**src/rtl/seq_chunk_adder.sv**
```systemverilog
// seq_chunk_adder: multi-cycle ripple adder, CHUNK bits per clock, LSB chunk first.
// Optional subtract mode enabled by defining SEQ_CHUNK_ADDER_SUB_EN (adds the Sub port).
`default_nettype none

module seq_chunk_adder #(
    parameter int WIDTH = 16,
    parameter int CHUNK = 4
) (
    input  logic             clk,
    input  logic             rst_n,
    input  logic             in_valid,
    output logic             in_ready,
    input  logic [WIDTH-1:0] A,
    input  logic [WIDTH-1:0] B,
    input  logic             Cin,
`ifdef SEQ_CHUNK_ADDER_SUB_EN
    input  logic             Sub,
`endif
    output logic             out_valid,
    input  logic             out_ready,
    output logic [WIDTH-1:0] S,
    output logic             Cout,
    output logic             V
);

    localparam int N     = (CHUNK > 0) ? (WIDTH / CHUNK) : 1;
    localparam int IDX_W = (N > 1) ? $clog2(N) : 1;

    generate
        if ((CHUNK < 1) ? 1'b1 : ((CHUNK > WIDTH) || ((WIDTH % CHUNK) != 0))) begin : g_bad_params
            $error("seq_chunk_adder: WIDTH must be a positive multiple of CHUNK");
        end
    endgenerate

    typedef enum logic [1:0] {
        IDLE = 2'd0,
        CALC = 2'd1,
        DONE = 2'd2
    } state_t;

    state_t             state;
    state_t             state_nxt;

    logic [WIDTH-1:0]   a_q;
    logic [WIDTH-1:0]   b_q;
    logic               carry;
    logic [IDX_W-1:0]   idx;

    logic               accept;
    logic               last_chunk;
    logic               b_inv;
    logic [CHUNK-1:0]   a_chunk;
    logic [CHUNK-1:0]   b_chunk;
    logic [CHUNK-1:0]   sum_chunk;
    logic               chunk_cout;
    logic               msb_cin;

`ifdef SEQ_CHUNK_ADDER_SUB_EN
    assign b_inv = Sub;
`else
    assign b_inv = 1'b0;
`endif

    assign a_chunk    = a_q[int'(idx) * CHUNK +: CHUNK];
    assign b_chunk    = b_q[int'(idx) * CHUNK +: CHUNK];
    assign {chunk_cout, sum_chunk} = {1'b0, a_chunk} + {1'b0, b_chunk} + {{CHUNK{1'b0}}, carry};
    // Carry into the chunk's top bit, recovered from the sum bit; on the last chunk this is the carry into bit WIDTH-1.
    assign msb_cin    = sum_chunk[CHUNK-1] ^ a_chunk[CHUNK-1] ^ b_chunk[CHUNK-1];
    assign last_chunk = (idx == IDX_W'(N - 1));
    assign accept     = in_valid && in_ready;

    always_ff @(posedge clk or negedge rst_n) begin
        if (!rst_n) begin
            state <= IDLE;
        end else begin
            state <= state_nxt;
        end
    end

    always_comb begin
        state_nxt = state;
        in_ready  = 1'b0;
        out_valid = 1'b0;
        case (state)
            IDLE: begin
                in_ready = 1'b1;
                if (in_valid) begin
                    state_nxt = CALC;
                end
            end
            CALC: begin
                if (last_chunk) begin
                    state_nxt = DONE;
                end
            end
            DONE: begin
                out_valid = 1'b1;
                in_ready  = out_ready;
                if (out_ready) begin
                    state_nxt = in_valid ? CALC : IDLE;
                end
            end
            default: begin
                state_nxt = IDLE;
            end
        endcase
    end

    // Subtraction is folded in at capture time: B and Cin are stored pre-inverted.
    always_ff @(posedge clk or negedge rst_n) begin
        if (!rst_n) begin
            a_q   <= '0;
            b_q   <= '0;
            carry <= 1'b0;
            idx   <= '0;
            S     <= '0;
            Cout  <= 1'b0;
            V     <= 1'b0;
        end else if (accept) begin
            a_q   <= A;
            b_q   <= B ^ {WIDTH{b_inv}};
            carry <= Cin ^ b_inv;
            idx   <= '0;
        end else if (state == CALC) begin
            S[int'(idx) * CHUNK +: CHUNK] <= sum_chunk;
            carry <= chunk_cout;
            if (last_chunk) begin
                idx  <= '0;
                Cout <= chunk_cout;
                V    <= msb_cin ^ chunk_cout;
            end else begin
                idx  <= idx + IDX_W'(1);
            end
        end
    end

endmodule

`default_nettype wire
```
**config.mk**
```make
export PLATFORM = sky130hd
export DESIGN_NAME = seq_chunk_adder
export DESIGN_NICKNAME = d
export VERILOG_FILES = /design/src/rtl/seq_chunk_adder.sv
export SDC_FILE = /design/constraint.sdc
export NUM_CORES = 1
export LEC_CHECK = 0
export CORE_MARGIN = 2
export CORE_UTILIZATION = 50
export DETAILED_ROUTE_END_ITERATION = 8
export GPL_ROUTABILITY_DRIVEN = 0
export PLACE_DENSITY = 0.79
export SLEW_MARGIN = 5
export SYNTH_ARGS = -nofsm -noshare
export SYNTH_HDL_FRONTEND = slang
export SYNTH_SLANG_ARGS = --single-unit
```
**constraint.sdc**
```tcl
create_clock -name clk -period 4 [get_ports clk]
set_input_delay 0.6 -clock clk [delete_from_list [all_inputs] [get_ports clk]]
set_output_delay 0.6 -clock clk [all_outputs]
set_load 0.05 [all_outputs]
```
After elaboration in Yosys (flattened, before gate mapping):

Cells that the tools add are included.

* add/subtract/negate cells: 4
* equality and inequality tests: 6
* shift operators: 4
* mux-type cells: 13
* bitwise operators: 4
* reduce and logical (&&, ||, !) cells: 6

Operators by type and width (number)
* negation 4 -> 33 bit: 1
* variable shift 4 x 33 -> 16 bit, first input constant: 1
* indexed part select 4 x 33 -> 16 bit: 1
* indexed part select 16 x 5 -> 4 bit: 2
* bitwise mux 16 bit: 1
* 2-to-1 mux 2 bit: 6
* != test 2 bit, second input constant: 3
* one-hot mux 2 bit (3 select lines): 1
* AND reduction 3 bit: 2
* adder 4 x 4 -> 5 bit: 1
* adder 5 x 1 -> 5 bit: 1
* == test 2 bit, second input constant: 2
* 2-to-1 mux 1 bit: 4
* XOR 1 bit: 3
* adder 2 x 1 -> 2 bit, second input constant: 1
* == test 2 x 1 -> 1 bit, second input constant: 1
* zero test 2 bit: 1
* one-hot mux 1 bit (2 select lines): 1
* AND reduction 2 bit: 1
* nonzero test 2 bit: 1
* logical AND 1 bit: 1
* NOT 1 bit: 1

* register bits after elaboration: 55
* bits of input ports: 37
* output and inout port bits: 20
* logic and storage cells: 45

Depth between registers and ports, before layout:

Gate-level depths: netlist of run 1.

* word-level depth: 6
* mapped depth: 10
* gate-level depth less buffers: 8

Least setup slack after synthesis of run 1:

OpenSTA, ideal clock, no wires.

* path kind: reg-to-reg
* start point: register idx[0]
* end point: register V
* setup time: 0.123 ns
* arrival: 3.128 ns
* required time: 3.877 ns
* path slack: 0.748 ns
* stages on the path, launching flop included: 11
* period minus slack after synthesis: 3.252 ns
* cell sequence: dfrtp_1 -> buf_6 -> clkbuf_1 -> mux4_2 -> fa_1 -> fa_1 -> a21o_1 -> a21oi_1 -> xnor3_1 -> xnor2_1 -> o21ai_1

* cells in the longest elaborated chain, start to end: 6
* elaborated cells on any way between the ends: 9
* those cells by class: add/sub: 2; eq/ne: 1; shift: 2; bitwise: 3; reduce/logical: 1

RTL lines
* start, declared: line 47 `logic [IDX_W-1:0] idx;`
* start signal, assigned: line 132 `idx <= idx + IDX_W'(1);`
* indexed part select 16 x 5 -> 4 bit (on tied branches): line 64, 65
* adder 4 x 4 -> 5 bit: line 66 `assign {chunk_cout, sum_chunk} = {1'b0, a_chunk} + {1'b0, b_chunk} + {{CHUNK{1'b0}}, carry};`
* adder 5 x 1 -> 5 bit: line 66
* XOR 1 bit (2 in series): line 68 `assign msb_cin = sum_chunk[CHUNK-1] ^ a_chunk[CHUNK-1] ^ b_chunk[CHUNK-1];`
* XOR 1 bit: line 130 `V <= msb_cin ^ chunk_cout;`
* end signal, assigned: line 130
* end, declared: line 23 `output logic V`

Several ways; a longest one is shown, not always the timed one.
A chain may end at the register's enable or synchronous reset.

Worst setup path after layout of run 1:

* start point: register idx[1]
* end point: register V

Same word-level chain as after synthesis.

==> impl_metrics.csv, run 1 <==
group,metric,value,unit
outcome,outcome,"finished, final reports clean",
placement,port-buffer-count,56,
clocking,cts.htree.levels,2,
global_route,grtUsageMet3,4.02,%
worst_setup_path,startpoint,"idx[1]$_DFFE_PN0P_",
worst_setup_path,critPathTopFamily,"adder cells",
worst_setup_path,cp_common_cell,"fa_1",
worst_setup_path,worstSetupStartpointType,"register",
finish,fin_util,68.3,%
clocking,cts_setup_buffers,0,
yosys,synth_nets,225,
finish,synthToLayoutAreaGrowth,29.3,%
clocking,clkTransAtPathRegs,90,ps
floorplanning,fp-row-count,25,
yosys,yosysMostFrequentCell,"dfrtp_1",
global_route,gr-usage-met1,24.2,%
sta,post-route-period-util,73.6,%
sta,fin_skew,7.38,ps
drt,avgViaCountPerCell,5.17,
clocking,hold_buffers,0,
worst_setup_path,cp_data_required_time,4190,ps
global_route,grt_pass1_vias,1526,
sta,hold_viol,0,
pwr,p_leak,1.42,nW
sta,max_freq,340,MHz
clocking,clock_sinks,55,
global_route,grt_use_total,17.5,%
sta,max_slew.worst_pin.slew,1010,ps
floorplanning,dieArea,5640,µm²
global_route,grt_use_met2,27.4,%
clocking,cts-root-buf,"clkbuf_8",
sta,setup_viol,0,
worst_setup_path,cp-end-kind,"register",
yosys,synth_area_per_cell,14.3,µm²
drt,initialDrtViolationCount,46,
global_route,top_usage_layer,"met2",
yosys,ys.flop_type,"dfrtp_1",
finish,seqCellArea,1380,µm²
global_route,antenna_found_initial,0,
sta,slew_headroom,32.5,%
clocking,insertion_delay,310,ps
yosys,ys_seq_area_share,54.5,%
yosys,synth-edff-count,0,
drt,remaining_drc_errors,0,
worst_setup_path,crit_type,"reg2reg",
pwr,peakVddDrop,507,µV
yosys,synthArstFlopShare,100,%
hold_path,min_path_type,"in2async",
worst_setup_path,arrival,3140,ps
worst_setup_path,cp_max_fo,13,
finish,drive_above_1_share,8.90,%
clocking,cts_tree,"done",
finish,nNetsFinal,283,
run,maxCapViolCount,0,
sta,grt_setup_unrepaired,"false",
floorplanning,die_w,75.1,µm
worst_setup_path,regToRegStartpoint,"idx[1]$_DFFE_PN0P_",
finish,nFillCells,365,
placement,dp_hpwl,3.40,mm
global_route,grt-ovfl-total,0,
floorplanning,ios,57,
sta,fin_crit,2940,ps
sta,slew_viol_final,0,
finish,multiInputGateArea,1100,µm²
floorplanning,initial_utilization,52.8,%
drt,vias,1568,
yosys,synth_top_cells_by_area,"dfrtp_1 54%, mux2_1 14%, mux4_2 7.1%, a22o_1 5.5%, ha_1 4.5%",
yosys,yosysTopAreaCell,"dfrtp_1",
clocking,cts_resized,0,
global_route,grt_pass1_wl,7.25,mm
drt,antenna_left,0,
clocking,cts-buffers-inserted,5,
drt,drt_first_pass_iters,4,
yosys,ys_warn_count,0,
finish,antennaDiodeCount,0,
pwr,powerDensity,910,nW/µm²
yosys,synth-seq-cells,55,
worst_setup_path,cpPeakStageDelay,650,ps
worst_setup_path,cp_cell_sequence,"mux4_2, fa_1, fa_1, a21o_1, a21oi_1, xnor3_1, xnor2_1, o21ai_1",
yosys,synth_top_area_share,54.5,%
floorplanning,die_h,75.1,µm
yosys,synth_commonest_cells,"55 x dfrtp_1, 32 x mux2_1, 16 x a22o_1",
worst_setup_path,cp_num_buf_inv,0,
worst_setup_path,cp_slowest_cell,"dfrtp_1",
yosys,synthCells,177,
yosys,synth_area,2530,µm²
global_route,grt_max_degree,37,
sta,setup_tns,0,ps
drt,totalWireLength,4.46,mm
floorplanning,core-area,4790,µm²
drt,post_drt_wl_per_cell,14.7,µm
yosys,synthDistinctLibCells,25,
clocking,clock_path_buffers,2,
-- worst paths after layout --
path / cells past startpoint / slack (ps) / end
setup reg to reg: 8 / 1060 / V$_DFFE_PN0P_
max in group asynchronous: 2 / 2920 / V$_DFFE_PN0P_
hold reg to reg: 1 / 490 / a_q[8]$_DFFE_PN0P_
hold / removal: 1 / 300 / b_q[14]$_DFFE_PN0P_
min in group clk: 1 / 490 / a_q[8]$_DFFE_PN0P_
setup / recovery: 8 / 1060 / V$_DFFE_PN0P_
-- layout make-up --
class	count	share of cell area [%]
timing repair buffer	58	17.5
multi-input combinational	111	33.8
clock buffer	6	2.53
inverter	4	0.460
clock inverter	2	1.07
tap	67	2.57
sequential	55	42.1
-- metal layers --
metal	up-vias	share of wire, %	wire length [µm]
met3	7	4.0	177
met5	-	0	0
met2	40	47	2100
li1	762	-	-
met1	759	48	2120
met4	0	1.4	63
-- flip-flops by register name (all words and copies together) (netlist names) --
name and flops:
a_q 16, idx 2, b_q 16, carry 1
Cout 1, V 1, S 16, state 2
-- report_power, final --
group	switching, W	leakage (nW)	total (W)	internal (W)
logic	0.000890	0.677	0.00165	0.000764
clock network	0.000170	0.0612	0.000373	0.000203
registers	0.000150	0.684	0.000947	0.000797
-- cells by family (layout without fill, tap and decap cells) --
logic type / count (synthesis) / in the layout / synth area share [%]
AOI/OAI and AO/OA: 29 / 29 / 8.32
muxes: 40 / 40 / 21.4
adders and majority gates: 11 / 11 / 6.04
and+or+nand+nor: 27 / 27 / 5.40
DFF: 55 / 55 / 54.5
xor gates and xnor gates: 4 / 4 / 2.23
buffers and inverters: 11 / 70 / 2.18
-- layout by cell type, fill, tap and decap left out --
cell type	n
a21o_1	2
a21oi_1	6
a22o_1	16
and4_1	2
and4b_1	1
buf_2	1
buf_4	2
bufinv_16	1
clkbuf_8	6
clkdlybuf4s50_1	55
clkinv_2	1
dfrtp_1	55
fa_1	2
ha_1	9
inv_1	4
mux2_1	32
mux4_2	8
nand2_1	12
nand2b_1	2
nor2_1	4
nor2b_1	3
nor2b_4	1
nor3_1	1
nor4_1	1
o21ai_1	5
xnor2_1	1
xnor2_2	1
xnor3_1	1
xor2_1	1
-- stage by stage --
stage	instance area [µm²]	cells	hold slack (ps)	power (W)	worst slack (ps)
5_1_grt	3270	303	345	0.00321	824
3_5_place_dp	3150	295	469	0.00264	1020
6_report	3270	303	302	0.00297	1060
3_3_place_gp	3150	295	465	0.00260	1110
2_1_floorplan	2530	177	304	0.00220	748
4_1_cts	3270	303	303	0.00301	1040
Power figures use the tool's default switching activity.
==> run 2: changes to the inputs <==
Settings changed: CORE_UTILIZATION 50 to 45, PLACE_DENSITY 0.79 to 0.76.
Clock period 4 ns to 2.6 ns, I/O delays scaled along.
==> impl_metrics.csv, run 2 (synthesis results as in run 1) <==
group,metric,value,unit
floorplanning,die_w,78.9,µm
floorplanning,core-area,5470,µm²
finish,reg.largest.list,"S x16, a_q x16, b_q x16",
finish,nNetsFinal,290,
outcome,outcome,"finished, violations left",
floorplanning,fp-row-count,27,
clocking,clock_path_buffers,2,
clocking,insertion_delay,310,ps
floorplanning,dieArea,6230,µm²
pwr,sw_frac_of_total,41.2,%
global_route,grt_max_degree,37,
drt,avgViaCountPerCell,5.12,
worst_setup_path,cp-end-kind,"register",
global_route,grt_pass1_wl,7.41,mm
drt,antenna_left,0,
clocking,clock_sinks,55,
drt,post_drt_wl_per_cell,14.1,µm
pwr,power_frac_seq,30.4,%
clocking,clkTransAtPathRegs,90,ps
worst_setup_path,crit_type,"reg2reg",
pwr,pwr-share-clk,9.5,%
sta,grt_setup_unrepaired,"true",
sta,max_slew.worst_pin.slew,695,ps
placement,port-buffer-count,56,
worst_setup_path,cp_max_fo,4,
drt,drt_first_pass_iters,4,
floorplanning,initial_utilization,46.2,%
worst_setup_path,arrival,2800,ps
placement,dp_hpwl,3.50,mm
drt,vias,1614,
pwr,powerDensity,1420,nW/µm²
hold_path,min_path_type,"in2async",
sta,fin_skew,10.4,ps
clocking,cts.htree.levels,2,
drt,initialDrtViolationCount,47,
worst_setup_path,cpPeakStageDelay,540,ps
drt,totalWireLength,4.45,mm
global_route,grt_use_total,15.6,%
global_route,antenna_found_initial,0,
pwr,p_leak,1.44,nW
finish,seqCellArea,1380,µm²
finish,synthToLayoutAreaGrowth,31.7,%
floorplanning,die_h,78.9,µm
floorplanning,ios,57,
drt,remaining_drc_errors,0,
worst_setup_path,cp_num_buf_inv,0,
worst_setup_path,cp_data_required_time,2800,ps
placement,placedCellCount,306,
sta,setup_viol,1,
worst_setup_path,worstSetupStartpointType,"register",
sta,hold_viol,0,
finish,nFillCells,449,
clocking,cts-root-buf,"clkbuf_8",
global_route,grt-ovfl-total,0,
outcome,violations,"setup timing",
worst_setup_path,cp_cell_sequence,"mux4_2, fa_2, fa_2, a21o_1, a21oi_2, xnor3_1, xnor2_1, o21ai_1",
pwr,peakVddDrop,773,µV
run,maxCapViolCount,0,
finish,antennaDiodeCount,0,
pwr,pwr-share-comb,60.1,%
sta,fin_crit,2600,ps
clocking,cts-buffers-inserted,5,
sta,max_freq,384,MHz
sta,post-route-period-util,100,%
sta,fin_ws,-2.60,ps
pwr,power.internal,0.00278,W
finish,final_cell_mix,"54 x dfrtp_1, 54 x clkdlybuf4s50_1, 32 x mux2_1",
pwr,p_switching,0.00194,W
sta,slew_viol_final,0,
finish,instances_no_fill,315,
worst_setup_path,cp_slowest_cell,"mux4_2",
clocking,cts_tree,"done",
pwr,total_power,0.00472,W
finish,multiInputGateArea,1120,µm²
worst_setup_path,cp_common_cell,"fa_2",
global_route,grt_pass1_vias,1570,
finish,drive_above_1_share,13.6,%
sta,slew_headroom,53.3,%
worst_setup_path,critPathTopFamily,"adder cells",
-- run 2: path summary, 6_finish.rpt --
check,from,endpoint,slack (ps),cells after the start
hold / removal,rst_n,carry$_DFFE_PN0P_,80,1
min in group clk,b_q[14]$_DFFE_PN0P_,b_q[14]$_DFFE_PN0P_,490,1
hold reg to reg,b_q[14]$_DFFE_PN0P_,b_q[14]$_DFFE_PN0P_,490,1
setup / recovery,idx[0]$_DFFE_PN0P_,V$_DFFE_PN0P_,-3,8
max in group asynchronous,rst_n,idx[0]$_DFFE_PN0P_,1950,2
setup reg to reg,idx[0]$_DFFE_PN0P_,V$_DFFE_PN0P_,-3,8
-- run 2: metrics by stage --
| stage | hold WS (ps) | util, % | cell area (µm²) | setup slack, ps | TNS (ps) |
|---|---|---|---|---|---|
| floorplan | 94.4 | - | 2560 | -159 | -159 |
| finish | 84.4 | 60.8 | 3330 | -2.60 | -2.60 |
| global placement | 433 | 59.1 | 3230 | 55.5 | 0 |
| CTS | 97.2 | 60.5 | 3310 | -53.0 | -53.0 |
| global route | 131 | 60.8 | 3330 | -132 | -142 |
| detailed placement | 434 | 59.1 | 3230 | -19.7 | -19.7 |
-- run 2: layout make-up --
type | instances | area share, %
sequential | 55 | 41.4
multi-input combinational | 111 | 33.6
inverter | 4 | 0.451
clock buffer | 7 | 2.29
clock inverter | 1 | 0.150
timing repair buffer | 65 | 19.4
tap | 72 | 2.71
-- run 2: power groups by stage --
stage | clock, W | combinational, W | sequential [W]
2_1_floorplan | 0 | 0.00181 | 0.00165
3_3_place_gp | 0 | 0.00274 | 0.00145
3_5_place_dp | 0 | 0.00280 | 0.00145
4_1_cts | 0.000461 | 0.00281 | 0.00143
5_1_grt | 0.000495 | 0.00308 | 0.00149
6_report | 0.000449 | 0.00284 | 0.00143
-- run 2: timing repair --
item / CTS / global route
setup buffers: 0 / 1
cloned: 0 / 0
gates resized for setup: 0 / 3
hold buffers: 0 / 0
pin swaps: 0 / 1
endpoints found under the setup margin: 1 / 6
endpoints found under the hold margin: 0 / 0
-- run 2: per-layer routing --
metal / track usage, % / vias up / wire, µm
li1: - / 774 / -
met1: 21.1 / 787 / 2010
met2: 25.1 / 46 / 2150
met3: 3.07 / 7 / 214
met4: 6.21 / 0 / 72
met5: 0 / - / 0
